$ cat src/rtl/spi_ram_arbiter.sv
// Arbitrates one single-port RAM between an SPI side and a local user side.
// Optional stall statistics counter is built only when SPI_ARB_STAT_EN is defined.
//
// state   | meaning
// IDLE    | no owner; picks next owner, SPI wins a tie unless it owned last
// SPI_OWN | SPI side owns the RAM; spi_gnt follows spi_req
// USR_OWN | user side owns the RAM; usr_gnt follows usr_req
module spi_ram_arbiter #(
  parameter int ADDR_W    = 12,
  parameter int DATA_W    = 8,
  parameter int RAM_LAT   = 1,
  parameter int MAX_BURST = 16
) (
  input  logic              clk_25m,
  input  logic              rst_n,
  input  logic              spi_req,
  input  logic              spi_wr,
  input  logic [ADDR_W-1:0] spi_addr,
  input  logic [DATA_W-1:0] spi_wdata,
  output logic              spi_gnt,
  output logic              spi_rvalid,
  input  logic              usr_req,
  input  logic              usr_wr,
  input  logic [ADDR_W-1:0] usr_addr,
  input  logic [DATA_W-1:0] usr_wdata,
  output logic              usr_gnt,
  output logic              usr_rvalid,
  output logic [DATA_W-1:0] rdata,
  output logic              ram_en,
  output logic              ram_we,
  output logic [ADDR_W-1:0] ram_addr,
  output logic [DATA_W-1:0] ram_wdata,
  input  logic [DATA_W-1:0] ram_rdata,
  output logic [15:0]       conflict_cnt
);

  typedef enum logic [1:0] {IDLE = 2'd0, SPI_OWN = 2'd1, USR_OWN = 2'd2} state_t;

  state_t             state;
  logic               last_usr;
  logic [7:0]         burst_cnt;
  logic [RAM_LAT-1:0] tag_v;
  logic [RAM_LAT-1:0] tag_usr;
  logic               at_limit;

  assign spi_gnt   = (state == SPI_OWN) & spi_req;
  assign usr_gnt   = (state == USR_OWN) & usr_req;
  assign ram_en    = spi_gnt | usr_gnt;
  assign ram_we    = spi_gnt ? spi_wr : (usr_gnt & usr_wr);
  assign ram_addr  = spi_gnt ? spi_addr  : (usr_gnt ? usr_addr  : '0);
  assign ram_wdata = spi_gnt ? spi_wdata : (usr_gnt ? usr_wdata : '0);
  assign at_limit  = (burst_cnt == 8'(MAX_BURST - 1));

  always_ff @(posedge clk_25m or negedge rst_n) begin
    if (!rst_n) begin
      state     <= IDLE;
      last_usr  <= 1'b1;
      burst_cnt <= 8'd0;
    end else begin
      case (state)
        IDLE: begin
          burst_cnt <= 8'd0;
          if (spi_req && (!usr_req || last_usr)) state <= SPI_OWN;
          else if (usr_req)                      state <= USR_OWN;
        end
        SPI_OWN: begin
          if (!spi_req) begin
            burst_cnt <= 8'd0;
            last_usr  <= 1'b0;
            state     <= usr_req ? USR_OWN : IDLE;
          end else if (at_limit) begin
            burst_cnt <= 8'd0;
            if (usr_req) begin
              last_usr <= 1'b0;
              state    <= USR_OWN;
            end
          end else begin
            burst_cnt <= burst_cnt + 8'd1;
          end
        end
        USR_OWN: begin
          if (!usr_req) begin
            burst_cnt <= 8'd0;
            last_usr  <= 1'b1;
            state     <= spi_req ? SPI_OWN : IDLE;
          end else if (at_limit) begin
            burst_cnt <= 8'd0;
            if (spi_req) begin
              last_usr <= 1'b1;
              state    <= SPI_OWN;
            end
          end else begin
            burst_cnt <= burst_cnt + 8'd1;
          end
        end
        default: state <= IDLE;
      endcase
    end
  end

  // Each read carries its owner tag down the pipe so late returns survive ownership changes.
  always_ff @(posedge clk_25m or negedge rst_n) begin
    if (!rst_n) begin
      tag_v   <= '0;
      tag_usr <= '0;
    end else begin
      tag_v[0]   <= ram_en & ~ram_we;
      tag_usr[0] <= usr_gnt;
      for (int i = 1; i < RAM_LAT; i++) begin
        tag_v[i]   <= tag_v[i-1];
        tag_usr[i] <= tag_usr[i-1];
      end
    end
  end

  assign spi_rvalid = tag_v[RAM_LAT-1] & ~tag_usr[RAM_LAT-1];
  assign usr_rvalid = tag_v[RAM_LAT-1] &  tag_usr[RAM_LAT-1];
  assign rdata      = (spi_rvalid | usr_rvalid) ? ram_rdata : '0;

`ifdef SPI_ARB_STAT_EN
  logic stall;
  assign stall = (spi_req & ~spi_gnt) | (usr_req & ~usr_gnt);

  always_ff @(posedge clk_25m or negedge rst_n) begin
    if (!rst_n)                                 conflict_cnt <= 16'h0000;
    else if (stall && conflict_cnt != 16'hFFFF) conflict_cnt <= conflict_cnt + 16'h0001;
  end
`else
  assign conflict_cnt = 16'h0000;
`endif

endmodule

$ cat config.mk
export PLATFORM = sky130hd
export DESIGN_NAME = spi_ram_arbiter
export DESIGN_NICKNAME = d
export VERILOG_FILES = /design/src/rtl/spi_ram_arbiter.sv
export SDC_FILE = /design/constraint.sdc
export NUM_CORES = 1
export LEC_CHECK = 0
export CORE_UTILIZATION = 30
export CTS_CLUSTER_DIAMETER = 50
export CTS_CLUSTER_SIZE = 12
export DETAILED_ROUTE_END_ITERATION = 7
export GPL_ROUTABILITY_DRIVEN = 0
export PLACE_DENSITY = 0.85
export SLEW_MARGIN = 40
export SYNTH_ARGS = -nofsm -noshare
export SYNTH_HDL_FRONTEND = slang
export SYNTH_SLANG_ARGS = --single-unit
$ cat constraint.sdc
create_clock -name clk_25m -period 4.3 [get_ports clk_25m]
set_clock_uncertainty 0.05 [all_clocks]
set_input_delay 0.645 -clock clk_25m [delete_from_list [all_inputs] [get_ports clk_25m]]
set_output_delay 0.645 -clock clk_25m [all_outputs]
set_load 0.01 [all_outputs]
# ---- Word level (Yosys, flattened, before mapping)
# Index checks and enable logic that the tools add are counted.
dict set report totals {
  regBits 13
  latchBits 0
  mem_bits_rw 0
  mem_bits_ro 0
  in_bits 54
  wordCells 58
  n_memories 0
}
dict set report classes {
  addsub 1
  mul 0
  div 0
  n_lt_le_gt_ge 0
  eq_ne 7
  n_shift 0
  mux 27
  bitwise 10
  n_reduce_logical 8
}
# operator count
set ops {}
lappend ops {{8-bit 2-to-1 mux} 6}
lappend ops {{12-bit 2-to-1 mux} 2}
lappend ops {{8-bit case mux with 3 select lines} 1}
lappend ops {{2-bit 2-to-1 mux} 8}
lappend ops {{3-bit inequality test, second input constant} 4}
lappend ops {{8-bit by 1-bit adder with 8-bit output, second input constant} 1}
lappend ops {{8-bit by 4-bit == test with 1-bit output, second input constant} 1}
lappend ops {{1-bit 2-to-1 mux} 8}
lappend ops {{1-bit bitwise AND} 6}
lappend ops {{2-bit case mux with 3 select lines} 1}
lappend ops {{5-bit AND reduction} 1}
lappend ops {{3-bit AND reduction} 1}
lappend ops {{3-bit nonzero test} 1}
lappend ops {{2-bit by 1-bit == test with 1-bit output, second input constant} 1}
lappend ops {{2-bit == test, second input constant} 1}
lappend ops {{2-bit zero test} 1}
lappend ops {{1-bit inverter} 2}
lappend ops {{1-bit bitwise OR} 2}
lappend ops {{1-bit case mux with 2 select lines} 1}
lappend ops {{2-bit nonzero test} 1}
lappend ops {{1-bit logical AND} 1}
lappend ops {{1-bit zero test} 1}
lappend ops {{1-bit logical OR} 1}

# ---- Depth between registers and ports, before layout
dict set report depth {
  ltp_word 6
  ltp_mapped 7
  ltp_nobuf 6
}

# ---- Worst setup path before layout
# No wires, ideal clock.
dict set report synth_path {
  path_kind {register to output}
  from {reg state[1]}
  to {out ram_addr[0]}
  t_arrival_ps 1453
  required_ps 3605
  slack_ps 2152
  stages_incl_launch_ff 8
  path_buffers 2
  cell_sequence {dfrtp_1 -> inv_1 -> ha_1 -> and2_1 -> buf_2 -> nor2_1 -> buf_2 -> a22o_1}
}
dict set report synth_between {
  elab_chain_cells 4
  elab_cells_between_ends 6
  cone_classes {eq/ne (2); mux (2); bitwise (2)}
}
# element line
set synth_lines {}
lappend synth_lines {{from (decl)} 39} ;# state_t state;
lappend synth_lines {{from (signal assigned)} 70} ;# state <= usr_req ? USR_OWN : IDLE;
lappend synth_lines {{from (signal assigned)} 85} ;# state <= spi_req ? SPI_OWN : IDLE;
lappend synth_lines {{2-bit == test} 47} ;# assign usr_gnt = (state == USR_OWN) & usr_req;
lappend synth_lines {{1-bit bitwise AND} 47}
lappend synth_lines {{12-bit 2-to-1 mux} 50} ;# assign ram_addr = spi_gnt ? spi_addr : (usr_gnt ? usr_addr : '0);
lappend synth_lines {{12-bit 2-to-1 mux (*)} 50}
lappend synth_lines {{to (decl)} 31} ;# output logic [ADDR_W-1:0] ram_addr,
# Every way passes the cells marked *; elsewhere a longest branch is shown, timed or not.

# ---- Worst setup path in the final report
dict set report layout_path {
  from {in spi_req}
  to {out ram_wdata[7]}
}
dict set report layout_between {
  elab_chain_cells 2
}
# element line
set layout_lines {}
lappend layout_lines {{from (decl)} 16} ;# input logic spi_req,
lappend layout_lines {{1-bit bitwise AND} 46} ;# assign spi_gnt = (state == SPI_OWN) & spi_req;
lappend layout_lines {{8-bit 2-to-1 mux} 51} ;# assign ram_wdata = spi_gnt ? spi_wdata : (usr_gnt ? usr_wdata : '0);
lappend layout_lines {{to (decl)} 32} ;# output logic [DATA_W-1:0] ram_wdata,
# Every way passes these cells.

==> qor.txt <==
Fraction of synthesized area in multiplexers: 0%
GR met3 Demand/Resource: 4.34%
Min Tclk post-route: 3390 ps
Worst reg2reg endpoint: tag_v
Hold path start: burst_cnt[0]
Worst setup margin: 913 ps
Root Driver: sky130_fd_sc_hd__clkbuf_8
Final std cells w/o fill: 268
Transition at the pin with the smallest max-transition slack: 577 ps
Met1 layer usage reported by global route: 21.8%
Routed length per placed instance: 13.9 µm
Critical Path Fanout Max: 24
Starting utilization of the core area: 32.2%
Met2 usage: 27.9%
Async SR Flop Fraction: 100%
Relative area change from synthesis to final layout: 72.2%
Router iterations before antenna repair: 4
Remaining antenna violation count after routing: 0
Leakage dissipation: 0.872 nW
Sum of negative setup slack: 0 ps
Register bit count reported by yosys: 13
Worst endpoint required time: 3610 ps
CTS buffer count: 3
Endpoint of the worst hold path: burst_cnt[0]
Maximum clock frequency: 295 MHz
Maximum number of buffers from clock root to sink: 2
Kind of start point of the critical path: input port
Count of placed standard cells including taps: 264
Distinct cells, synth: 39
RSZ-0062 raised after global routing: false
Sequential Power Share: 21.6%
Dominant register cell in the synthesized netlist: sky130_fd_sc_hd__dfrtp_1
Aggregate routed wire length: 3730 µm
Avg Inst Size Synth: 9.01 µm²
Worst Reg-to-Reg Cells: 8
Post-CTS setup-driven buffer insertion count: 0
Number of ports placed on the die boundary: 104
RR Startpoint: state[1]
XOR/XNOR Fraction of Synth Area: 2.88%
Overall fraction of global-route tracks in use: 17.1%
Width of the die: 65.7 µm
Worst Hold Class: register to register
Number of hold-repair buffers added at the cts stage: 0
Max H-tree Level: 1
Type of the setup path with the least slack: input port to output pin
Main combinational cell family by area after synthesis: compound AO/OA/AOI/OAI gates
Final-report max-slew violation count: 0
Die footprint: 4310 µm²
Hold Path Cell Cnt: 1
Final hold vios: 0
Violation count after the first detailed-routing iteration: 27
Final setup viols: 0
Number of filler cells placed in the layout: 341
Slew HR: 61.4%
CTS sink cnt: 13
Initial antenna violation count: 0
Combinational group share of total power: 64.4%
Result of the run: completed
Setup slack of the most critical reg-to-reg path: 2400 ps
Startpoint of the worst setup timing path: spi_req
Synth Warn #: 0
PwrDens: 375 nW/µm²
Setup WS pre-CTS: 914 ps
Worst voltage drop across the vdd grid: 0.000214 V
Maximum number of pins on one net before global-route repair: 25
Vias in the first global route: 1134
Commonest cells after routing, fill and taps aside: sky130_fd_sc_hd__clkdlybuf4s50_1, sky130_fd_sc_hd__a22o_1, sky130_fd_sc_hd__conb_1, sky130_fd_sc_hd__dfrtp_1, sky130_fd_sc_hd__and2_1
Gates resized, CTS repair: 0
Net count of the finished layout: 280
EDFF count, synth: 0
Layout cells sized above 1: 6.82%
Area share of fa/ha/maj cells after synthesis: 5.14%
GR peak layer: met2
Remaining routing DRC violations: 0
Average via count per standard cell: 4.62
Syn Inst Count: 135
Worst path arrival time: 2690 ps
Synthesized area: 1220 µm²
Sw Ratio: 37.6%
Vias post-DR: 1237
Later-pin clock latency in the skew report: 250 ps
Fraction of the yosys area taken by sequential cells: 26.9%
Die boundary height: 65.7 µm
HPWL after detailed placement: 3000 µm
Synth Area in Compound Gates: 29.0%
Number of buffers added on ports: 87
Design internal power: 0.000490 W
Max cap viols: 0
Antenna diode instance count: 0
CTS tree: built
Period utilization: 78.8%
Most common library cell in the layout ignoring fill and taps: sky130_fd_sc_hd__clkdlybuf4s50_1
Number of standard-cell rows in the floorplan: 22
Final global-route overflow total: 0
Part of the power in the clock network: 13.9%
Switching power: 0.000296 W
Basic-gate share of the synthesized area counting and, or, nand and nor cells: 20.4%
Register clock-pin slew on the reported worst setup and hold paths: 50 ps
Global-route wire length before repair: 5540 µm
Core Region: 3770 µm²
Kind of end point of the critical path: output pin
-- critical path, cell delays in order --
cell                              delay (ps)
sky130_fd_sc_hd__clkdlybuf4s50_1         530
sky130_fd_sc_hd__and2_1                  200
sky130_fd_sc_hd__buf_4                   200
sky130_fd_sc_hd__nor2_1                  120
sky130_fd_sc_hd__buf_4                   250
sky130_fd_sc_hd__a22o_1                  180
sky130_fd_sc_hd__clkdlybuf4s50_1         560
-- layer usage --
layer	vias up	part of all wire (%)
li1	624	-
met1	561	42
met2	45	51
met3	7	5.1
met4	0	1.5
met5	-	0
-- power by group through the flow --
stage | registers [W] | clock network (W) | logic, W
2_1_floorplan | 0.000166 | 0 | 0.000285
5_1_grt | 0.000175 | 0.000118 | 0.000550
3_5_place_dp | 0.000172 | 0 | 0.000504
6_report | 0.000170 | 0.000110 | 0.000507
4_1_cts | 0.000171 | 0.000111 | 0.000508
3_3_place_gp | 0.000171 | 0 | 0.000502
-- cell usage after synthesis (2+ instances only) --
cell type / count / share of area [%]
sky130_fd_sc_hd__a21oi_1: 5 / 2.1
sky130_fd_sc_hd__a22o_1: 22 / 16
sky130_fd_sc_hd__and2_1: 11 / 5.7
sky130_fd_sc_hd__buf_2: 5 / 2.1
sky130_fd_sc_hd__buf_4: 16 / 9.9
sky130_fd_sc_hd__dfrtp_1: 12 / 25
sky130_fd_sc_hd__ha_1: 5 / 5.1
sky130_fd_sc_hd__inv_1: 4 / 1.2
sky130_fd_sc_hd__nand2_1: 6 / 1.9
sky130_fd_sc_hd__nand2b_1: 3 / 1.5
sky130_fd_sc_hd__nand3_1: 2 / 0.82
sky130_fd_sc_hd__nor2_1: 8 / 2.5
sky130_fd_sc_hd__nor2b_1: 4 / 2.1
sky130_fd_sc_hd__nor3_1: 2 / 0.82
sky130_fd_sc_hd__o21ai_0: 3 / 1.2
sky130_fd_sc_hd__o21ai_1: 2 / 0.82
sky130_fd_sc_hd__xor2_1: 3 / 2.2
-- final cells by class --
type,count,area (µm²),share of cell area (%)
multi-input cells,109,758,36.2
inverters,5,18.8,0.896
well taps,48,60.1,2.87
flip-flops and latches,13,327,15.6
clock buffers,4,45.0,2.15
repair buffers,89,886,42.3
-- metrics by stage --
| stage | total power (W) | util, % | hold WS [ps] | instance area (µm²) |
|---|---|---|---|---|
| 4_1_cts | 0.000790 | 55.5 | 457 | 2090 |
| 6_report | 0.000786 | 55.5 | 450 | 2090 |
| 3_5_place_dp | 0.000676 | 54.3 | 444 | 2050 |
| 5_1_grt | 0.000842 | 55.5 | 472 | 2090 |
| 3_3_place_gp | 0.000673 | 54.3 | 433 | 2050 |
| 2_1_floorplan | 0.000451 | - | 299 | 1270 |
-- flip-flops by register name, summed over array words and instances (netlist names) --
name and count:
burst_cnt 8, last_usr 1, state 2, tag_usr 1, tag_v 1
-- logic make-up (layout without fill, tap and decap cells) --
| family | count (synthesis) | in the layout |
|---|---|---|
| AOI/OAI and AO/OA | 42 | 42 |
| and+or+nand+nor | 42 | 42 |
| buffers and inverters | 28 | 98 |
| DFF | 13 | 13 |
| adders and majority gates | 5 | 5 |
| xor gates and xnor gates | 4 | 4 |
| other | 1 | 16 |
-- worst max path at each step --
stage / to / slack [ps] / cells past startpoint
floorplan: ram_addr[0] / 2150 / 7
global placement: ram_we / 940 / 7
detailed placement: ram_wdata[7] / 910 / 7
CTS: ram_wdata[7] / 910 / 7
global route: ram_we / 770 / 7
finish: ram_wdata[7] / 910 / 7
No activity file was read; power rests on OpenSTA's default activity.
